<file path="src/rtl/multi_dataflow_job_sequencer_pkg.sv">
// Shared types for the multi_dataflow job sequencer slice.
// Holds the job descriptor layout, the sequencer state encoding, the default
// widths, and the ctrl/flags bundles used for the hwpe-ctrl hookup.
package multi_dataflow_job_sequencer_pkg;

  localparam int unsigned JOB_DEPTH_DEF = 4;
  localparam int unsigned CNT_W_DEF     = 16;
  localparam int unsigned ID_W_DEF      = 4;

  typedef struct packed {
    logic [ID_W_DEF-1:0]  id;
    logic [CNT_W_DEF-1:0] len;
  } job_desc_t;

  typedef enum logic [1:0] {
    IDLE   = 2'd0,
    START  = 2'd1,
    RUN    = 2'd2,
    FINISH = 2'd3
  } seq_state_e;

  typedef struct packed {
    logic clear;
  } ctrl_sequencer_t;

  typedef struct packed {
    logic                 busy;
    logic                 evt_done;
    logic [ID_W_DEF-1:0]  done_id;
    logic [CNT_W_DEF-1:0] out_cnt;
  } flags_sequencer_t;

endpackage

</file>
<file path="src/rtl/multi_dataflow_job_sequencer_if.sv">
// Job descriptor handshake between the hwpe-ctrl side and the sequencer.
//   job_valid  descriptor valid (master -> slave)
//   job_ready  queue can accept (slave -> master)
//   job_id     job identifier
//   job_len    number of outputs the job produces
interface multi_dataflow_job_sequencer_if #(
  parameter int unsigned ID_W  = 4,
  parameter int unsigned CNT_W = 16
);
  logic             job_valid;
  logic             job_ready;
  logic [ID_W-1:0]  job_id;
  logic [CNT_W-1:0] job_len;

  modport master (output job_valid, output job_id, output job_len, input job_ready);
  modport slave  (input job_valid, input job_id, input job_len, output job_ready);
endinterface

</file>
<file path="src/rtl/multi_dataflow_job_sequencer_fifo.sv">
// Synchronous FIFO holding packed job descriptors {id, len}.
//   push_i/data_i   write side, ignored when full or during clear
//   pop_i/data_o    read side, data_o shows the head combinationally
//   full_o/empty_o  occupancy flags; level_o entry count
//   clear_i         synchronous flush, wins over push and pop
module multi_dataflow_job_fifo #(
  parameter int unsigned DEPTH  = 4,
  parameter int unsigned DATA_W = 20
) (
  input  logic                   clk_i,
  input  logic                   rst_ni,
  input  logic                   clear_i,
  input  logic                   push_i,
  input  logic [DATA_W-1:0]      data_i,
  input  logic                   pop_i,
  output logic [DATA_W-1:0]      data_o,
  output logic                   full_o,
  output logic                   empty_o,
  output logic [$clog2(DEPTH):0] level_o
);
  localparam int unsigned PTR_W = $clog2(DEPTH);

  logic [DATA_W-1:0] mem_q [DEPTH];
  logic [PTR_W-1:0]  wr_ptr_q, rd_ptr_q;
  logic [PTR_W:0]    cnt_q;
  logic              do_push, do_pop;

  // DEPTH is a power of two, so the count MSB alone marks full.
  assign full_o  = cnt_q[PTR_W];
  assign empty_o = (cnt_q == '0);
  assign level_o = cnt_q;
  assign data_o  = mem_q[rd_ptr_q];

  assign do_push = push_i & ~full_o & ~clear_i;
  assign do_pop  = pop_i & ~empty_o & ~clear_i;

  always_ff @(posedge clk_i or negedge rst_ni) begin
    if (!rst_ni) begin
      wr_ptr_q <= '0;
      rd_ptr_q <= '0;
      cnt_q    <= '0;
    end else if (clear_i) begin
      wr_ptr_q <= '0;
      rd_ptr_q <= '0;
      cnt_q    <= '0;
    end else begin
      if (do_push) wr_ptr_q <= wr_ptr_q + 1'b1;
      if (do_pop)  rd_ptr_q <= rd_ptr_q + 1'b1;
      cnt_q <= cnt_q + {{PTR_W{1'b0}}, do_push} - {{PTR_W{1'b0}}, do_pop};
    end
  end

  always_ff @(posedge clk_i) begin
    if (do_push) mem_q[wr_ptr_q] <= data_i;
  end

endmodule

</file>
<file path="src/rtl/multi_dataflow_job_sequencer.sv">
// Queues job descriptors and issues one start pulse per job to the kernel
// adapter, counts its per-output done flags, and signals completion.
//   clk_i/rst_ni   clock, async active-low reset
//   clear_i        soft clear: flush queue, abort current job
//   job            descriptor handshake (slave side)
//   start_o        1-cycle start pulse per non-empty job
//   kdone_i        one pulse per produced output
//   busy_o         job in flight or queue non-empty
//   out_cnt_o      outputs counted for the current job
//   evt_done_o     1-cycle completion pulse, done_id_o holds the job id
//   queue_lvl_o    queue occupancy
//
// state  | meaning
// IDLE   | waiting for a queued job
// START  | start_o high this cycle; kdone already counted
// RUN    | counting kdone until the job length is reached
// FINISH | evt_done_o high; may pop the next job straight away
module multi_dataflow_job_sequencer
  import multi_dataflow_job_sequencer_pkg::*;
#(
  parameter int unsigned JOB_DEPTH = JOB_DEPTH_DEF,
  parameter int unsigned CNT_W     = CNT_W_DEF,
  parameter int unsigned ID_W      = ID_W_DEF
) (
  input  logic                       clk_i,
  input  logic                       rst_ni,
  input  logic                       clear_i,
  multi_dataflow_job_sequencer_if.slave job,
  output logic                       start_o,
  input  logic                       kdone_i,
  output logic                       busy_o,
  output logic [CNT_W-1:0]           out_cnt_o,
  output logic                       evt_done_o,
  output logic [ID_W-1:0]            done_id_o,
  output logic [$clog2(JOB_DEPTH):0] queue_lvl_o
);
  seq_state_e             state_q;
  logic [ID_W-1:0]        cur_id_q;
  logic [CNT_W-1:0]       cur_len_q;
  logic [ID_W+CNT_W-1:0]  head;
  logic [ID_W-1:0]        head_id;
  logic [CNT_W-1:0]       head_len;
  logic                   fifo_full, fifo_empty, push, pop, rdy_q;

  // rdy_q keeps job_ready_o low during reset and for the first cycle after.
  assign job.job_ready = rdy_q & ~fifo_full;
  assign push          = job.job_valid & job.job_ready;
  assign pop           = ~clear_i & ~fifo_empty & (state_q == IDLE || state_q == FINISH);
  assign head_id       = head[ID_W+CNT_W-1:CNT_W];
  assign head_len      = head[CNT_W-1:0];
  assign busy_o        = (state_q != IDLE) | ~fifo_empty;

  multi_dataflow_job_fifo #(
    .DEPTH  (JOB_DEPTH),
    .DATA_W (ID_W + CNT_W)
  ) u_fifo (
    .clk_i   (clk_i),
    .rst_ni  (rst_ni),
    .clear_i (clear_i),
    .push_i  (push),
    .data_i  ({job.job_id, job.job_len}),
    .pop_i   (pop),
    .data_o  (head),
    .full_o  (fifo_full),
    .empty_o (fifo_empty),
    .level_o (queue_lvl_o)
  );

  always_ff @(posedge clk_i or negedge rst_ni) begin
    if (!rst_ni) begin
      state_q    <= IDLE;
      cur_id_q   <= '0;
      cur_len_q  <= '0;
      out_cnt_o  <= '0;
      start_o    <= 1'b0;
      evt_done_o <= 1'b0;
      done_id_o  <= '0;
      rdy_q      <= 1'b0;
    end else begin
      rdy_q      <= 1'b1;
      start_o    <= 1'b0;
      evt_done_o <= 1'b0;
      if (clear_i) begin
        state_q   <= IDLE;
        out_cnt_o <= '0;
      end else begin
        case (state_q)
          IDLE, FINISH: begin
            if (pop) begin
              cur_id_q  <= head_id;
              cur_len_q <= head_len;
              out_cnt_o <= '0;
              if (head_len == '0) begin
                state_q    <= FINISH;
                evt_done_o <= 1'b1;
                done_id_o  <= head_id;
              end else begin
                state_q <= START;
                start_o <= 1'b1;
              end
            end else begin
              state_q <= IDLE;
            end
          end
          START, RUN: begin
            state_q <= RUN;
            if (kdone_i) begin
              if (out_cnt_o != cur_len_q) out_cnt_o <= out_cnt_o + 1'b1;
              // A single-output job can finish on a kdone seen during START.
              if (out_cnt_o == cur_len_q - 1'b1) begin
                state_q    <= FINISH;
                evt_done_o <= 1'b1;
                done_id_o  <= cur_id_q;
              end
            end
          end
          default: state_q <= IDLE;
        endcase
      end
    end
  end

endmodule

</file>
<file path="src/flat_wrapper.sv">
// flat-port wrapper written by rule: the top's interface ports become plain ports
module multi_dataflow_job_sequencer_flat import multi_dataflow_job_sequencer_pkg::*;
#(
  parameter int unsigned JOB_DEPTH = JOB_DEPTH_DEF,
  parameter int unsigned CNT_W     = CNT_W_DEF,
  parameter int unsigned ID_W      = ID_W_DEF
)
  (clk_i, rst_ni, clear_i, start_o, kdone_i, busy_o, out_cnt_o, evt_done_o, done_id_o, queue_lvl_o, job_job_valid, job_job_id, job_job_len, job_job_ready);
  multi_dataflow_job_sequencer_if #(.ID_W(ID_W), .CNT_W(CNT_W)) job_i ();
  input  logic clk_i;
  input  logic rst_ni;
  input  logic clear_i;
  output logic start_o;
  input  logic kdone_i;
  output logic busy_o;
  output logic [CNT_W-1:0] out_cnt_o;
  output logic evt_done_o;
  output logic [ID_W-1:0] done_id_o;
  output logic [$clog2(JOB_DEPTH):0] queue_lvl_o;
  input wire logic [$bits(job_i.job_valid)-1:0] job_job_valid;
  input wire logic [$bits(job_i.job_id)-1:0] job_job_id;
  input wire logic [$bits(job_i.job_len)-1:0] job_job_len;
  output wire logic [$bits(job_i.job_ready)-1:0] job_job_ready;
  assign job_i.job_valid = job_job_valid;
  assign job_i.job_id = job_job_id;
  assign job_i.job_len = job_job_len;
  assign job_job_ready = job_i.job_ready;
  multi_dataflow_job_sequencer #(.JOB_DEPTH(JOB_DEPTH), .CNT_W(CNT_W), .ID_W(ID_W)) u_core (.clk_i(clk_i), .rst_ni(rst_ni), .clear_i(clear_i), .job(job_i), .start_o(start_o), .kdone_i(kdone_i), .busy_o(busy_o), .out_cnt_o(out_cnt_o), .evt_done_o(evt_done_o), .done_id_o(done_id_o), .queue_lvl_o(queue_lvl_o));
endmodule
</file>
<file path="config.mk">
export PLATFORM = sky130hd
export DESIGN_NAME = multi_dataflow_job_sequencer_flat
export DESIGN_NICKNAME = d
export VERILOG_FILES = /design/src/rtl/multi_dataflow_job_sequencer_pkg.sv /design/src/rtl/multi_dataflow_job_sequencer_if.sv /design/src/rtl/multi_dataflow_job_sequencer_fifo.sv /design/src/rtl/multi_dataflow_job_sequencer.sv /design/src/flat_wrapper.sv
export SDC_FILE = /design/constraint.sdc
export NUM_CORES = 1
export LEC_CHECK = 0
export ABC_AREA = 1
export CORE_UTILIZATION = 43
export CTS_CLUSTER_SIZE = 10
export DETAILED_ROUTE_END_ITERATION = 7
export PLACE_DENSITY = 0.66
export SLEW_MARGIN = 20
export SYNTH_ARGS = -nofsm -noshare
export SYNTH_HDL_FRONTEND = slang
export SYNTH_SLANG_ARGS = --single-unit
export TNS_END_PERCENT = 100
</file>
<file path="constraint.sdc">
create_clock -name clk_i -period 2.4 [get_ports clk_i]
set_clock_uncertainty 0.2 [all_clocks]
set_input_delay 0.48 -clock clk_i [delete_from_list [all_inputs] [get_ports clk_i]]
set_output_delay 0.48 -clock clk_i [all_outputs]
set_load 0.05 [all_outputs]
</file>
==> results.txt <==
The run finished with clean final reports. In the routed design, unresolved DRC markers number 0. The max-cap check violation count is 0.

Setup repair after global routing left no endpoint under its margin. The leakage power of the design came out at around 3.4 nW. STA classifies the critical path startpoint as a flop. The number of nets handed over by synthesis was 750. The area growth from synthesis to layout came out at 23.54%.

After synthesis, the most frequently instantiated cells are 220 x sky130_fd_sc_hd__nand2_1, 80 x sky130_fd_sc_hd__edfxtp_1, 68 x sky130_fd_sc_hd__inv_1, 60 x sky130_fd_sc_hd__nand3_1, 57 x sky130_fd_sc_hd__nor2_1. The mean instance size in the synthesized netlist came out at around 9 sq um. The overall routed net length is around 15000 um. The worst path required time came out at 1720 ps. The residual antenna-violating net count after detailed routing is 0. The maximum number of pins on one net before global-route repair is 42. The number of distinct library cell variants in the gate-level netlist after synthesis came out at 40. The total clock buffers created by CTS is 17. The worst setup path is of the flop to primary output kind. The post-synthesis sequential element count is about 130.

The type of the most critical hold path is flop to flop. Ranked by total cell area, the synthesized netlist is headed by sky130_fd_sc_hd__edfxtp_1 37%, sky130_fd_sc_hd__dfrtp_1 20%, sky130_fd_sc_hd__nand2_1 13%. The critical path arrival is around 1700 ps. Grouping stages by cell kind, the critical path spends the most delay in buffers and inverters. The number of setup violations in the final report is 0. The vertical die dimension came out at about 120 um. The cell accounting for the most synthesized area is sky130_fd_sc_hd__edfxtp_1. The routed via count is approximately 5100.

For this run, the number of Yosys warnings is 0. The global route total overflow is 0. The via count of the first global-routing pass is 5034. The layout cell share with drive strength beyond 1 is about an eighth. The iteration-0 DRC count of the detailed router is 283. The clock insertion delay at the later pin of the skew report is between 400 and 500 ps.

The portion of the post-synthesis area used by sequential elements came out at a little under three fifths. The gate count after technology mapping is 715. The cell at the root of the clock tree is sky130_fd_sc_hd__clkbuf_16. The clock period minus final worst setup slack is between 2000 and 2500 ps.

The tree built by TritonCTS fans out to 132 sinks. The maximum clock frequency is around 430 MHz. The area share of the largest cell type after synthesis came out at 37.17%. The launch point of the worst path is u_core.u_fifo.level_o[1]$_DFF_PN0_. Walking the worst path, the cells encountered are clkdlybuf4s50_1. The final weighted congestion in routability-driven placement is around 0.86. The design area came out at 7985 sq um.

The boundary pin count came out at 52. The power density over the cells is between 1000 and 1500 nW/um^2. In this run the critical register-to-register path is launched from u_core.u_fifo.level_o[2]$_DFF_PN0_. The slowest stage of the critical path is the sky130_fd_sc_hd__clkdlybuf4s50_1 cell. For this run, the post-layout net count is ~820. The average detailed-routed wire length per instance came out at 14.96 um. The final count of hold timing violations came out at 0. The number of enable flip-flop cells after synthesis is 80.

The total routing usage reported by global routing is between 20 and 25%. The number of antenna violations at the first check in global routing was 0. In this run the most critical hold path is launched from u_core.done_id_o[2]$_DFFE_PN0P_. The share of flip-flops with an asynchronous set or reset is between 30% and 40%. The first detailed-routing pass ran for 4 iterations. After detailed routing, the number of vias per cell comes to ~5. The post-layout worst setup margin is 74.03 ps. The count of buffers inserted at the top-level ports came out at 51. The worst slack at placement came out at -240.3 ps. The TritonCTS clock tree is done. The die footprint is 15530 sq um. By instance count, the leading cell after synthesis is sky130_fd_sc_hd__nand2_1.

The area of the placeable core is roughly 15000 sq um. The placed cell area is about 7300 sq um. The depth of the CTS H-tree is 4. The number of fill cells in the layout is 1260. For this run, the slowest stage of the critical path takes approximately 820 ps.

The worst setup slack for register-to-register paths is roughly 160 ps. Among all flip-flop cells after synthesis, the most frequent one is sky130_fd_sc_hd__edfxtp_1. The maximum root-to-sink buffer count is 2.

The max-slew violation count came out at 0. The relative slew slack is 63.56%. The post-synth design cell area is 6464 sq um. The critical path endpoint category is a primary output. The clock-pin slew reported for the worst setup and hold paths after clock tree synthesis is roughly 60 ps. The standard-cell row count came out at 44.

The peak supply drop is slightly above 0.0006 V. The first-pass GRT wire length came out at about 25000 um. The worst path uses approximately 97% of the clock period.

The highest fanout seen on the critical path came out at 4. The combined buffer and inverter count along the critical path came out at 1. From left edge to right edge, the die measures about 120 um. The starting density of the core came out at 44.31%.

The detailed-placement wirelength estimate is approximately 10000 um. The actual slew at the worst max-slew pin came out at 546.6 ps. 0 antenna diodes ended up in the layout.
-- area by class of cell --
class,instances,area [sq um],share of cell area [%]
multi-input combinational,481,2356,29.50
inverter,71,269.0,3.369
clock buffer,20,456.7,5.719
timing repair buffer,81,809.5,10.14
sequential,132,3707,46.43
clock inverter,12,156.4,1.959
tap,184,230.2,2.883
-- where the power goes --
group	switching, W	internal, W
combinational	0.00192	0.00105
clock	0.000970	0.00169
sequential	0.000292	0.00270
-- final timing paths --
kind | endpoint | depth (start not counted)
worst max-delay path | queue_lvl_o[1] | 1
worst min-delay path | u_core.done_id_o[2]$_DFFE_PN0P_ | 2
max in group asynchronous | u_core.u_fifo.level_o[0]$_DFF_PN0_ | 3
worst max register to register | u_core.u_fifo.level_o[2]$_DFF_PN0_ | 10
min in group asynchronous | u_core.out_cnt_o[3]$_DFFE_PN0P_ | 2
worst min register to register | u_core.done_id_o[2]$_DFFE_PN0P_ | 2
-- metal layers --
metal	share of wire (%)	GRT usage (%)	wire (um)
met1	44	24.54	6510
met2	49	34.55	7259
met3	3.7	4.811	549
met4	2.4	8.221	358
met5	0	0	0
-- stage by stage --
stage / power, W / util [%] / setup TNS (ps) / instances / hold slack [ps]
6_report: 0.008622 / 54.73 / 0 / 981 / 273.1
4_1_cts: 0.008648 / 54.47 / 0 / 978 / 279.4
5_1_grt: 0.009174 / 54.73 / 0 / 981 / 304.2
3_5_place_dp: 0.005970 / 50.31 / -464.2 / 945 / 265.9
3_3_place_gp: 0.005901 / 50.31 / -327.2 / 945 / 257.9
2_1_floorplan: 0.005101 / - / 0 / 715 / -15.59
-- registers in the layout (all words and copies together), names as in the netlist --
signal and flops:
u_core.u_fifo.mem_q 80, u_core.out_cnt_o 16, u_core.u_fifo.level_o 3, u_core.u_fifo.wr_ptr_q 2, u_core.cur_id_q 4, u_core.u_fifo.rd_ptr_q 2
u_core.cur_len_q 16, u_core.rdy_q 1, u_core.done_id_o 4, u_core.state_q 2, u_core.evt_done_o 1, u_core.start_o 1
-- what timing repair did --
item,CTS,global route
pin swaps,0,1
buffers inserted,0,3
hold buffers,1,0
setup endpoints to repair,13,5
gates resized for setup,13,4
hold endpoints to repair,22,0
-- layout by cell type (no fill, tap or decap), types with 17 or more instances in the layout --
cell type                         instances
sky130_fd_sc_hd__nand2_1                218
sky130_fd_sc_hd__dfrtp_1                 49
sky130_fd_sc_hd__clkdlybuf4s50_1         32
sky130_fd_sc_hd__inv_1                   67
sky130_fd_sc_hd__nor2_1                  50
sky130_fd_sc_hd__nand3_1                 60
sky130_fd_sc_hd__clkbuf_16               17
sky130_fd_sc_hd__nand4_1                 24
sky130_fd_sc_hd__buf_4                   25
sky130_fd_sc_hd__o21ai_0                 52
sky130_fd_sc_hd__edfxtp_1                80
-- kinds of logic after synthesis --
kind of cell | share of synthesized area [%]
AND/OR/NAND/NOR | 25.76
flip-flops | 57.30
buffers and inverters | 6.930
AO/OA/AOI/OAI | 5.865
XOR/XNOR | 2.033
adder cells (fa/ha/maj) | 2.052
other | 0.05802
Note: power is estimated with default switching activity, not from simulation.
